<file path="config.mk">
export PLATFORM = sky130hd
export DESIGN_NAME = fetch_stage
export DESIGN_NICKNAME = d
export VERILOG_FILES = /design/src/rtl/fetch_stage_pkg.sv /design/src/rtl/fetch_stage_if_id_reg.sv /design/src/rtl/fetch_stage.sv
export SDC_FILE = /design/constraint.sdc
export NUM_CORES = 1
export LEC_CHECK = 0
export BUFFER_PORTS_ARGS = -buffer_cell sky130_fd_sc_hd__buf_2
export CAP_MARGIN = 30
export CORE_MARGIN = 4
export CORE_UTILIZATION = 45
export DETAILED_ROUTE_END_ITERATION = 6
export HOLD_SLACK_MARGIN = 0.05
export PLACE_DENSITY = 0.73
export SLEW_MARGIN = 10
export SYNTH_ARGS = -nofsm -noshare
export SYNTH_HDL_FRONTEND = slang
export SYNTH_SLANG_ARGS = --single-unit
</file>
<file path="constraint.sdc">
create_clock -name Clk -period 2.3 [get_ports Clk]
set_input_delay 0.46 -clock Clk [delete_from_list [all_inputs] [get_ports Clk]]
set_output_delay 0.46 -clock Clk [all_outputs]
set_load 0.05 [all_outputs]
</file>
<file path="src/rtl/fetch_stage_pkg.sv">
// Shared pipeline definitions for the fetch stage: widths, reset/exception
// addresses, the bubble instruction and the IF/ID record layout.
package fetch_stage_pkg;

    localparam int ADDR_W  = 32;
    localparam int INSTR_W = 32;

    localparam logic [INSTR_W-1:0] NOP_INSTR  = 32'h0000_0000;
    localparam logic [ADDR_W-1:0]  RESET_PC   = 32'h0000_0000;
    localparam logic [ADDR_W-1:0]  EXC_VECTOR = 32'h0000_0080;

    // IF/ID pipeline record handed to decode
    typedef struct packed {
        logic [INSTR_W-1:0] instr;
        logic [ADDR_W-1:0]  pc;
        logic [ADDR_W-1:0]  pc4;
        logic               valid;
    } ifid_t;

    // Fetch addresses are always word aligned; low bits of a target are dropped silently
    function automatic logic [ADDR_W-1:0] word_align(input logic [ADDR_W-1:0] a);
        return {a[ADDR_W-1:2], 2'b00};
    endfunction

endpackage

</file>
<file path="src/rtl/fetch_stage_if_id_reg.sv">
// IF/ID pipeline register: load a fetched record, hold it, or turn it into a
// bubble (NOP, invalid) while keeping the PC fields as they were.
module if_id_reg
    import fetch_stage_pkg::*;
#(
    parameter logic [INSTR_W-1:0] NOP = NOP_INSTR
) (
    input  logic  Clk,
    input  logic  Rst_n,
    input  logic  load_i,
    input  logic  bubble_i,
    input  ifid_t d_i,
    output ifid_t q_o
);

    ifid_t ifid_q;

    // Bubble beats load; neither means hold
    always_ff @(posedge Clk or negedge Rst_n) begin
        if (!Rst_n) begin
            ifid_q.instr <= NOP;
            ifid_q.pc    <= '0;
            ifid_q.pc4   <= '0;
            ifid_q.valid <= 1'b0;
        end else if (bubble_i) begin
            ifid_q.instr <= NOP;
            ifid_q.valid <= 1'b0;
        end else if (load_i) begin
            ifid_q <= d_i;
        end
    end

    assign q_o = ifid_q;

endmodule

</file>
<file path="src/rtl/fetch_stage.sv">
// Program counter and IF/ID stage. Drives the instruction ROM address/enable,
// picks the next PC (exception > branch > jump > hold > +4) and steers the
// IF/ID register between load, hold and bubble.
module fetch_stage #(
    parameter logic [31:0] RESET_PC   = fetch_stage_pkg::RESET_PC,
    parameter logic [31:0] EXC_VECTOR = fetch_stage_pkg::EXC_VECTOR,
    parameter logic [31:0] NOP_INSTR  = fetch_stage_pkg::NOP_INSTR
) (
    input  logic        Clk,
    input  logic        Rst_n,
    input  logic        Stall,
    input  logic        Flush,
    input  logic        Exc,
    input  logic        Branch_Taken,
    input  logic [31:0] Branch_Target,
    input  logic        Jump,
    input  logic [31:0] Jump_Target,
    output logic [31:0] Imem_Addr,
    output logic        Imem_En,
    input  logic [31:0] Imem_Data,
    input  logic        Imiss,
    output logic [31:0] IfId_Instr,
    output logic [31:0] IfId_PC,
    output logic [31:0] IfId_PC4,
    output logic        IfId_Valid
);

    import fetch_stage_pkg::*;

    logic [ADDR_W-1:0] pc_q, pc_d;
    logic [ADDR_W-1:0] pc_plus4;
    logic              redirect;
    logic              ifid_load, ifid_bubble;
    ifid_t             ifid_d, ifid_q;

    assign redirect = Exc | Branch_Taken | Jump;
    assign pc_plus4 = pc_q + 32'd4;   // wraps naturally at 2^32

    // Next-PC select: any redirect overrides stall and miss
    always_comb begin
        pc_d = pc_plus4;
        if (Exc)
            pc_d = word_align(EXC_VECTOR);
        else if (Branch_Taken)
            pc_d = word_align(Branch_Target);
        else if (Jump)
            pc_d = word_align(Jump_Target);
        else if (Stall || Imiss)
            pc_d = pc_q;
    end

    // PC register
    always_ff @(posedge Clk or negedge Rst_n) begin
        if (!Rst_n)
            pc_q <= RESET_PC;
        else
            pc_q <= pc_d;
    end

    // A redirect or flush squashes whatever was fetched; a stall freezes IF/ID;
    // a miss with no stall yields a bubble and the same PC is fetched again.
    assign ifid_bubble = redirect | Flush | (~Stall & Imiss);
    assign ifid_load   = ~redirect & ~Flush & ~Stall & ~Imiss;

    assign ifid_d.instr = Imem_Data;
    assign ifid_d.pc    = pc_q;
    assign ifid_d.pc4   = pc_plus4;
    assign ifid_d.valid = 1'b1;

    if_id_reg #(
        .NOP (NOP_INSTR)
    ) u_if_id_reg (
        .Clk      (Clk),
        .Rst_n    (Rst_n),
        .load_i   (ifid_load),
        .bubble_i (ifid_bubble),
        .d_i      (ifid_d),
        .q_o      (ifid_q)
    );

    assign Imem_Addr  = pc_q;
    assign Imem_En    = Rst_n & ~Stall;
    assign IfId_Instr = ifid_q.instr;
    assign IfId_PC    = ifid_q.pc;
    assign IfId_PC4   = ifid_q.pc4;
    assign IfId_Valid = ifid_q.valid;

endmodule

</file>
==> results of run 1 <==
routing by layer:
layer | global-route usage | up-vias | share of wire
li1 | - | 2688 | -
met1 | 0.354 | 2720 | 0.44
met2 | 0.424 | 253 | 0.47
met3 | 0.0572 | 23 | 0.079
met4 | 0.0756 | 2 | 0.015
met5 | 0 | - | 0.00066
state kept, by name (all words and copies together) (netlist names):
signal           count
u_if_id_reg.q_o     93
Imem_Addr           30
stage by stage:
stage | util | setup WS (ns)
finish | 0.635 | 0.275
global route | 0.635 | 0.123
CTS | 0.635 | 0.292
detailed placement | 0.581 | 0.226
global placement | 0.581 | 0.254
floorplan | - | 0.169
power by group through the flow:
| stage | combinational [mW] | sequential [mW] | clock, mW |
|---|---|---|---|
| floorplan | 0.378 | 3.14 | 0 |
| global placement | 1.48 | 2.51 | 0 |
| detailed placement | 1.50 | 2.52 | 0 |
| CTS | 1.51 | 2.49 | 3.09 |
| global route | 1.59 | 2.51 | 3.21 |
| finish | 1.50 | 2.49 | 3.05 |
final cells by class:
class / count / share of cell area
inverters: 8 / 0.00370
diodes: 2 / 0.000617
repair buffers: 272 / 0.186
clock buffers: 20 / 0.0563
flip-flops and latches: 123 / 0.380
well taps: 172 / 0.0265
multi-input cells: 443 / 0.321
clock inverters: 11 / 0.0267
cells in the mapped netlist (3+ instances only):
library cell  number  area (um^2)
nand2_1          146          548
dfrtp_1          123         3080
a22o_1            36          315
buf_2             25          125
o21ai_1           25          125
a21oi_1           24          120
nor2_1            23         86.3
xor2_1            23          201
nand3_1           20          100
clkbuf_1          18         67.6
o21ai_0           17         85.1
a22oi_1           13         97.6
o22ai_1           13         81.3
xnor2_1           13          114
nand4_1           11         68.8
buf_4              7         52.6
inv_1              7         26.3
nor3_1             7         35.0
and3_1             5         31.3
and4_1             5         43.8
o21a_1             5         37.5
o221ai_1           5         43.8
and2_1             4         25.0
a311o_1            3         30.0
a31oi_1            3         18.8
mux2i_1            3         30.0
o221a_2            3         33.8
o22a_1             3         26.3
o31ai_1            3         22.5
how the worst max path moves through the flow:
stage                       start  slack (ns)                   to  cells past startpoint
finish               Imem_Addr[2]        0.27  u_if_id_reg.q_o[29]                      7
global route         Imem_Addr[2]        0.12  u_if_id_reg.q_o[31]                      7
CTS                         Rst_n        0.29              Imem_En                      4
detailed placement          Stall        0.23  u_if_id_reg.q_o[32]                      6
global placement            Stall        0.25  u_if_id_reg.q_o[32]                      6
floorplan           Imem_Addr[14]        0.17        Imem_Addr[23]                      6
kinds of logic (layout without fill, tap and decap cells):
logic type / Yosys count / count (layout) / share of synthesized area
AO/OA/AOI/OAI: 167 / 167 / 0.196
XOR/XNOR: 36 / 36 / 0.0530
adder cells (fa/ha/maj): 1 / 1 / 0.00210
buffers and inverters: 62 / 311 / 0.0505
flip-flops: 123 / 123 / 0.518
multiplexers: 3 / 3 / 0.00505
other: 1 / 8 / 0.000631
AND/OR/NAND/NOR: 230 / 230 / 0.175
repair_timing:
item / in CTS / in global routing
hold endpoints to repair: 2 / 0
hold buffers: 1 / 0
setup buffers: 0 / 0
==> results by group, run 1 <==
Logic synthesis
  • Distinct cell type count after synthesis: 55
  • Warning count from the yosys run: 0
  • Part of the Yosys area used for sequential elements: 0.518
  • Dominant synthesized flop cell: dfrtp_1
  • Number of synthesized flops with an enable pin: 0
  • Fraction of synthesis flops using an asynchronous set or reset pin: 1.00
  • Synth Cell Area: 5950 um^2
  • #FFs+latches synth: 123
  • Mean cell area of the mapped netlist: 9.54 um^2
  • Cell count after synthesis: 623

Timing
  • Number of max-slew violations in the final report: 0
  • Measured slew at the worst slew-check pin: 0.777 ns
  • Slew Limit Headroom: 0.482
  • Unrepaired setup endpoints after global routing: no
  • Final Hold Violating Endpoints: 0
  • Worst hold margin: 0.282 ns
  • Skew final: 0.00859 ns
  • Setup violations, final: 0
  • Maximum operating frequency: 494 MHz
  • Accumulated negative setup slack: 0 ns
  • Tcrit/Tclk final: 0.881
  • Shortest period the worst path allows: 2.03 ns

Clocking
  • Sink count of the clock tree: 123
  • Number of gates resized after cts: 0
  • Number of H-tree branching levels: 4
  • Clock-pin slew on the worst setup and hold paths: 0.06 ns
  • TritonCTS clock tree: yes
  • Maximum buffer depth of the clock tree: 2
  • Clock latency on the worst-skew pair: 0.40 ns
  • Num CTS Buffers: 17
  • Buffer type at the clock tree root: clkbuf_16

Critical path
  • Maximum fanout along the worst path: 11
  • Cell type with the highest occurrence count on the critical path: nand3_1
  • WP buf/inv: 1
  • CP Launch Type: flop
  • Type of destination of the critical path: flop
  • Required @ worst endpoint: 2.57 ns
  • CP max stage cell: dfrtp_1
  • Startpoint of the lowest-slack register-to-register path: Imem_Addr[2]
  • Cell depth of the worst flop-to-flop path: 7
  • Cell breakdown of the critical path: ha_1 -> nand3_1 -> nor2_1 -> buf_4 -> nand3_1 -> xor2_1 -> o21ai_1
  • Kind of critical path: flop to flop
  • Worst setup slack for register-to-register paths: 0.27 ns
  • Family with the most delay on the worst path: simple AND/OR/NAND/NOR gates
  • Maximum cell stage delay along the critical path: 0.48 ns
  • Endpoint of the lowest-slack register-to-register path: u_if_id_reg.q_o[29]
  • Arrival time of the worst setup path: 2.30 ns

Outcome
  • Outcome: complete, no violations

Floorplan
  • Number of placement rows: 41
  • Die Wd: 123 um
  • Starting density of the core: 0.465
  • Height of the die: 123 um
  • Boundary Pins: 234
  • Area of the die: 15,100 um^2
  • Area of the core: 12,800 um^2

Min path
  • Endpoint of the worst hold-timing path: u_if_id_reg.q_o[84]
  • Worst hold path startpoint: Imem_Data[19]
  • Tightest Hold Check Type: input pin to flop
  • Number of cells traversed by the worst hold path: 2

Pwr
  • Max VDD drop: 0.000557 V
  • Overall power consumption: 7.04 mW
  • Net switching fraction of the power: 0.315
  • Pwr dens: 868 nW/um^2
  • Comb pwr share: 0.213
  • Sw Pwr: 2.22 mW
  • Proportion of power drawn by the clock network: 0.434
  • P_leak: 4.25 nW
  • Internal power consumption: 4.82 mW
  • Flop pwr share: 0.353

Routing
  • Via count of the routed design: 5,686
  • Number of detailed-route iterations in the first pass: 5
  • Total DRC errors in the routed layout: 0
  • Post-detailed-route wirelength per cell: 18.8 um
  • Antenna viol nets, final: 0
  • Starting DRC count in detailed routing: 438
  • Via-per-instance ratio: 5.41
  • Total length of routed wires: 19.7 mm

Cells and area
  • # fillers: 1,104
  • Commonest non-fill, non-tap cell in the layout: buf_2
  • Footprint of the multi-input gates: 2600 um^2
  • Final cell count without fillers: 1,051
  • Leading cell types in the layout, fill and taps excluded: buf_2, nand2_1, dfrtp_1, buf_4, a22o_1
  • Footprint of the flip-flops and latches: 3080 um^2
  • Final net count: 970
  • Proportion of layout cells with a drive suffix above 1: 0.355
  • P&R area growth vs syn: 36.4%
  • Cell area after layout: 8110 um^2

GRT
  • Largest net degree at the start of global routing: 65
  • GRT Util Overall: 0.261
  • Vias in the first global route: 5,709
  • Antenna violations before repair: 3
  • Aggregate global routing overflow: 0
  • Global-route wire length before repair: 30.3 mm

Placed design
  • Number of placed instances with taps included: 1,017
  • Placement-stage cell area: 7420 um^2
  • Port buffer count: 223
  • Detail Placement HPWL: 14.6 mm
  • Routability congestion estimate: 0.866

Job
  • Max-Cap Viols: 0
(Power assumes the default switching activity.)
==> run 2: changes to the inputs <==
--- a/config.mk
+++ b/config.mk
@@ -5,6 +5,7 @@
 export SDC_FILE = /design/constraint.sdc
 export NUM_CORES = 1
 export LEC_CHECK = 0
+export ABC_AREA = 1
 export BUFFER_PORTS_ARGS = -buffer_cell sky130_fd_sc_hd__buf_2
 export CAP_MARGIN = 30
 export CORE_MARGIN = 4
@@ -12,6 +13,7 @@
 export DETAILED_ROUTE_END_ITERATION = 6
 export HOLD_SLACK_MARGIN = 0.05
 export PLACE_DENSITY = 0.73
+export SKIP_CTS_REPAIR_TIMING = 1
 export SLEW_MARGIN = 10
 export SYNTH_ARGS = -nofsm -noshare
 export SYNTH_HDL_FRONTEND = slang
==> results by group, run 2 <==
Placed design
  • Detail Placement HPWL: 13.7 mm
  • Port buffer count: 223
  • Routability congestion estimate: 0.872
  • Worst slack after detailed placement: 0.253 ns

Floorplan
  • Number of placement rows: 42
  • Boundary Pins: 234
  • Height of the die: 124 um
  • Starting density of the core: 0.458
  • Area of the die: 15,300 um^2
  • Die Wd: 124 um
  • Area of the core: 13,200 um^2

Routing
  • Via-per-instance ratio: 5.09
  • Total length of routed wires: 18.9 mm
  • Total DRC errors in the routed layout: 0
  • Starting DRC count in detailed routing: 427
  • Number of detailed-route iterations in the first pass: 5
  • Post-detailed-route wirelength per cell: 16.2 um
  • Via count of the routed design: 5,960
  • Antenna viol nets, final: 0

Outcome
  • Outcome: complete, no violations

GRT
  • Most heavily used metal layer in global routing: met2
  • Global-route wire length before repair: 28.8 mm
  • GRT Util Overall: 0.247
  • Met2 global-route usage: 0.377
  • Antenna violations before repair: 1
  • Routing usage on met3: 0.0645
  • Vias in the first global route: 5,527
  • Aggregate global routing overflow: 0
  • Largest net degree at the start of global routing: 124
  • Met1 capacity usage during global routing: 0.344

Pwr
  • P_leak: 4.29 nW
  • Max VDD drop: 0.000441 V
  • Pwr dens: 890 nW/um^2
  • Flop pwr share: 0.360
  • Proportion of power drawn by the clock network: 0.403
  • Sw Pwr: 2.43 mW
  • Net switching fraction of the power: 0.342
  • Internal power consumption: 4.67 mW
  • Comb pwr share: 0.238

Timing
  • PnR worst setup slack: 0.302 ns
  • Number of max-slew violations in the final report: 0
  • Tcrit/Tclk final: 0.869
  • Skew final: 0.00796 ns
  • Slew Limit Headroom: 0.530
  • Measured slew at the worst slew-check pin: 0.705 ns
  • Maximum operating frequency: 500 MHz
  • Shortest period the worst path allows: 2.00 ns
  • Unrepaired setup endpoints after global routing: no
  • Setup violations, final: 0
  • Accumulated negative setup slack: 0 ns
  • Final Hold Violating Endpoints: 0

Critical path
  • Required @ worst endpoint: 2.61 ns
  • Kind of critical path: flop to flop
  • Type of destination of the critical path: flop
  • Startpoint of the lowest-slack register-to-register path: Imem_Addr[2]
  • Maximum fanout along the worst path: 5
  • Arrival time of the worst setup path: 2.31 ns
  • First element of the critical path: Imem_Addr[2]
  • CP Launch Type: flop

Cells and area
  • Final net count: 1,088
  • P&R area growth vs syn: 32.1%
  • Leading cell types in the layout, fill and taps excluded: nand2_1, buf_2, dfrtp_1, nor2_1, inv_1
  • Commonest non-fill, non-tap cell in the layout: nand2_1
  • Proportion of layout cells with a drive suffix above 1: 0.289
  • Flip-flop count of the largest register after layout: 93
  • Diodes inserted: 0

Logic synthesis
  • Dominant synthesized flop cell: dfrtp_1
  • Distinct cell type count after synthesis: 33
  • Area share of xor/xnor cells in the synthesized design: 0.0218
  • Number of synthesized flops with an enable pin: 0
  • Synth Cell Area: 6030 um^2
  • Fraction of synthesis flops using an asynchronous set or reset pin: 1.00
  • Simple-Gate Fraction of Synth Area: 0.283
  • Mean cell area of the mapped netlist: 7.90 um^2
  • Warning count from the yosys run: 0
  • Cell count after synthesis: 764
  • Combinational family with the most area after synthesis: simple AND/OR/NAND/NOR gates
  • Leading post-synthesis cells by instance count: nand2_1, dfrtp_1, nor2_1, inv_1, a32o_1
  • Post-synthesis compound-gate area fraction: 0.123
  • Post-synthesis cell type with the largest combined area: dfrtp_1
  • #FFs+latches synth: 123
  • Proportion of synthesized area in mux cells: 0
  • Part of the Yosys area used for sequential elements: 0.510
  • Largest cells by area after synthesis: dfrtp_1, nand2_1, nor2_1
  • Most common cell in the synthesized netlist: nand2_1
  • Portion of synthesized cell area occupied by the leading cell type: 0.510
  • Arithmetic-cell share of the synthesized area counting full adders, half adders and majority gates: 0.00207

Min path
  • Tightest Hold Check Type: input pin to asynchronous set/reset pin

Clocking
  • Buffer type at the clock tree root: clkbuf_16
  • Maximum buffer depth of the clock tree: 2
  • Number of H-tree branching levels: 4
  • Sink count of the clock tree: 123
  • TritonCTS clock tree: yes
  • Clock-pin slew on the worst setup and hold paths: 0.06 ns
  • Num CTS Buffers: 17
  • Clock latency on the worst-skew pair: 0.41 ns

Job
  • Max-Cap Viols: 0
==> run 2: logic make-up after synthesis <==
kind of cell    Yosys count
compound gates          108
other cells               1
xor+xnor                 15
buf+inv                  84
simple gates            432
flops                   123
fa+ha+maj                 1
==> run 2: routing by layer <==
metal	wire (um)	vias to the layer above	part of all wire
met5	12	-	0.00063
met4	332	2	0.018
met3	1830	29	0.097
met2	8640	275	0.46
met1	8130	2742	0.43
li1	-	2912	-
==> run 2: power by group through the flow <==
stage / Clock, mW / Combinational, mW / Sequential [mW]
global placement: 0 / 1.68 / 2.58
finish: 2.86 / 1.69 / 2.55
detailed placement: 0 / 1.69 / 2.59
floorplan: 0 / 0.411 / 3.33
CTS: 2.90 / 1.70 / 2.55
global route: 2.99 / 1.80 / 2.58
==> run 2: stage by stage <==
stage	area (um^2)	total power [mW]	hold WS, ns	instances	util
after floorplan	6050	3.74	0.164	769	-
after global placement	7340	4.26	0.452	1140	0.556
after detailed placement	7340	4.28	0.457	1140	0.556
after CTS	7970	7.16	0.192	1172	0.604
after global routing	7970	7.38	0.219	1172	0.605
final	7970	7.10	0.0927	1172	0.605
==> run 2: critical path: stages (launching register included) <==
cell	delay [ns]
dfrtp_1	0.43
ha_1	0.27
inv_1	0.09
nor2_2	0.20
nand2_1	0.16
nor2_4	0.22
nand2_1	0.07
nand2_1	0.08
nand3_1	0.12
nand2_1	0.10
nand2_1	0.05
nand2_1	0.05
nand2_1	0.05
==> run 2: cell type report <==
class                           count  area [um^2]
Fill cell                        1208         5220
Sequential cell                   123         3080
Multi-Input combinational cell    562         2630
Timing Repair Buffer              239         1260
Clock buffer                       20          467
Tap cell                          176          220
Clock inverter                     12          169
Inverter                           40          150
==> run 2: worst paths after layout <==
check | cells past startpoint | slack, ns | endpoint
worst max-delay path | 12 | 0.30 | Imem_Addr[22]
worst min-delay path | 2 | 0.09 | u_if_id_reg.q_o[91]
worst max register to register | 12 | 0.30 | Imem_Addr[22]
worst min register to register | 2 | 0.47 | u_if_id_reg.q_o[6]
max in group asynchronous | 2 | 1.64 | u_if_id_reg.q_o[17]
min in group Clk | 2 | 0.27 | u_if_id_reg.q_o[74]
==> run 3: changes to the inputs <==
--- a/config.mk
+++ b/config.mk
@@ -5,14 +5,13 @@
 export SDC_FILE = /design/constraint.sdc
 export NUM_CORES = 1
 export LEC_CHECK = 0
-export ABC_AREA = 1
 export BUFFER_PORTS_ARGS = -buffer_cell sky130_fd_sc_hd__buf_2
 export CAP_MARGIN = 30
 export CORE_MARGIN = 4
 export CORE_UTILIZATION = 45
 export DETAILED_ROUTE_END_ITERATION = 6
 export HOLD_SLACK_MARGIN = 0.05
-export PLACE_DENSITY = 0.73
+export PLACE_DENSITY = 0.83
 export SKIP_CTS_REPAIR_TIMING = 1
 export SLEW_MARGIN = 10
 export SYNTH_ARGS = -nofsm -noshare
==> results by group, run 3 (same netlist as run 1, synthesis figures left out) <==
Critical path
  • Type of destination of the critical path: flop
  • Required @ worst endpoint: 2.62 ns
  • Maximum fanout along the worst path: 15
  • CP max stage cell: dfrtp_1
  • Arrival time of the worst setup path: 2.31 ns
  • Worst setup slack for register-to-register paths: 0.32 ns
  • Kind of critical path: flop to flop
  • CP Launch Type: flop
  • Startpoint of the lowest-slack register-to-register path: Imem_Addr[12]
  • WP buf/inv: 1
  • Maximum cell stage delay along the critical path: 0.52 ns
  • Cell breakdown of the critical path: nand4_2 -> nor4_4 -> buf_4 -> a31oi_1 -> a311o_1 -> a211oi_2
  • Cell depth of the worst flop-to-flop path: 6
  • Family with the most delay on the worst path: compound AO/OA/AOI/OAI gates
  • Endpoint of the lowest-slack register-to-register path: Imem_Addr[23]

Timing
  • Final Hold Violating Endpoints: 0
  • Accumulated negative setup slack: 0 ns
  • Unrepaired setup endpoints after global routing: no
  • Worst hold margin: 0.116 ns
  • Measured slew at the worst slew-check pin: 0.677 ns
  • Skew final: 0.0116 ns
  • Maximum operating frequency: 504 MHz
  • Number of max-slew violations in the final report: 0
  • Setup violations, final: 0
  • Tcrit/Tclk final: 0.862
  • Slew Limit Headroom: 0.549
  • Shortest period the worst path allows: 1.98 ns

Floorplan
  • Area of the core: 12,800 um^2
  • Die Wd: 123 um
  • Height of the die: 123 um
  • Area of the die: 15,100 um^2
  • Starting density of the core: 0.465
  • Boundary Pins: 234
  • Number of placement rows: 41

Cells and area
  • P&R area growth vs syn: 35.0%
  • Footprint of the flip-flops and latches: 3080 um^2
  • Commonest non-fill, non-tap cell in the layout: buf_2
  • Footprint of the multi-input gates: 2600 um^2
  • Diodes inserted: 0
  • # fillers: 1,080
  • Leading cell types in the layout, fill and taps excluded: buf_2, nand2_1, dfrtp_1, buf_4, a22o_1
  • Final net count: 965
  • Flip-flop count of the largest register after layout: 93
  • Proportion of layout cells with a drive suffix above 1: 0.351
  • Cell area after layout: 8020 um^2

Routing
  • Via count of the routed design: 5,729
  • Post-detailed-route wirelength per cell: 18.7 um
  • Total DRC errors in the routed layout: 0
  • Via-per-instance ratio: 5.49
  • Starting DRC count in detailed routing: 415
  • Number of detailed-route iterations in the first pass: 5
  • Total length of routed wires: 19.5 mm
  • Antenna viol nets, final: 0

Placed design
  • Placement-stage cell area: 7420 um^2
  • Routability congestion estimate: 0.936
  • Port buffer count: 223
  • Detail Placement HPWL: 14.0 mm

Pwr
  • Pwr dens: 839 nW/um^2
  • Comb pwr share: 0.225
  • Net switching fraction of the power: 0.326
  • Sw Pwr: 2.19 mW
  • Max VDD drop: 0.000483 V
  • Proportion of power drawn by the clock network: 0.407
  • P_leak: 4.21 nW
  • Internal power consumption: 4.54 mW
  • Flop pwr share: 0.368

GRT
  • Global-route wire length before repair: 30.1 mm
  • GRT Util Overall: 0.260
  • Vias in the first global route: 5,565
  • Antenna violations before repair: 1
  • Aggregate global routing overflow: 0
  • Largest net degree at the start of global routing: 124

Clocking
  • Buffer type at the clock tree root: clkbuf_16
  • Maximum buffer depth of the clock tree: 2
  • Clock-pin slew on the worst setup and hold paths: 0.06 ns
  • TritonCTS clock tree: yes
  • Sink count of the clock tree: 123
  • Clock latency on the worst-skew pair: 0.41 ns
  • Num CTS Buffers: 17
  • Number of H-tree branching levels: 4

Outcome
  • Outcome: complete, no violations

Job
  • Max-Cap Viols: 0

Min path
  • Tightest Hold Check Type: input pin to asynchronous set/reset pin
==> run 3: metal layers <==
layer	global-route usage	wire, um
met3	0.0769	2150
met4	0.0868	405
met1	0.353	8020
met5	0	13
met2	0.402	8880
==> run 3: power groups by stage <==
| stage | sequential (mW) | combinational [mW] | clock (mW) |
|---|---|---|---|
| final | 2.48 | 1.52 | 2.74 |
| after floorplan | 3.14 | 0.378 | 0 |
| after global routing | 2.50 | 1.61 | 2.90 |
| after global placement | 2.50 | 1.50 | 0 |
| after detailed placement | 2.51 | 1.52 | 0 |
| after CTS | 2.48 | 1.52 | 2.79 |
==> run 3: worst max-delay path by stage <==
stage | start | endpoint | slack (ns) | cells past startpoint
floorplan | Imem_Addr[14] | Imem_Addr[23] | 0.17 | 6
global placement | Branch_Taken | u_if_id_reg.q_o[87] | 0.12 | 7
detailed placement | Branch_Taken | u_if_id_reg.q_o[72] | 0.07 | 7
CTS | Imem_Addr[12] | Imem_Addr[23] | 0.34 | 6
global route | Imem_Addr[3] | Imem_Addr[23] | 0.18 | 6
finish | Imem_Addr[12] | Imem_Addr[23] | 0.32 | 6
==> run 3: layout make-up <==
class,count,share of cell area
sequential,123,0.384
multi-input combinational,443,0.324
timing repair buffer,267,0.186
clock buffer,19,0.0540
tap,172,0.0268
clock inverter,12,0.0217
inverter,8,0.00374
==> run 3: through the flow <==
stage	setup slack, ns	utilization	instances	power [mW]
3_5_place_dp	0.0663	0.581	1013	4.03
3_3_place_gp	0.124	0.581	1013	4.00
4_1_cts	0.342	0.628	1044	6.78
5_1_grt	0.184	0.628	1044	7.01
2_1_floorplan	0.169	-	628	3.52
6_report	0.317	0.628	1044	6.73
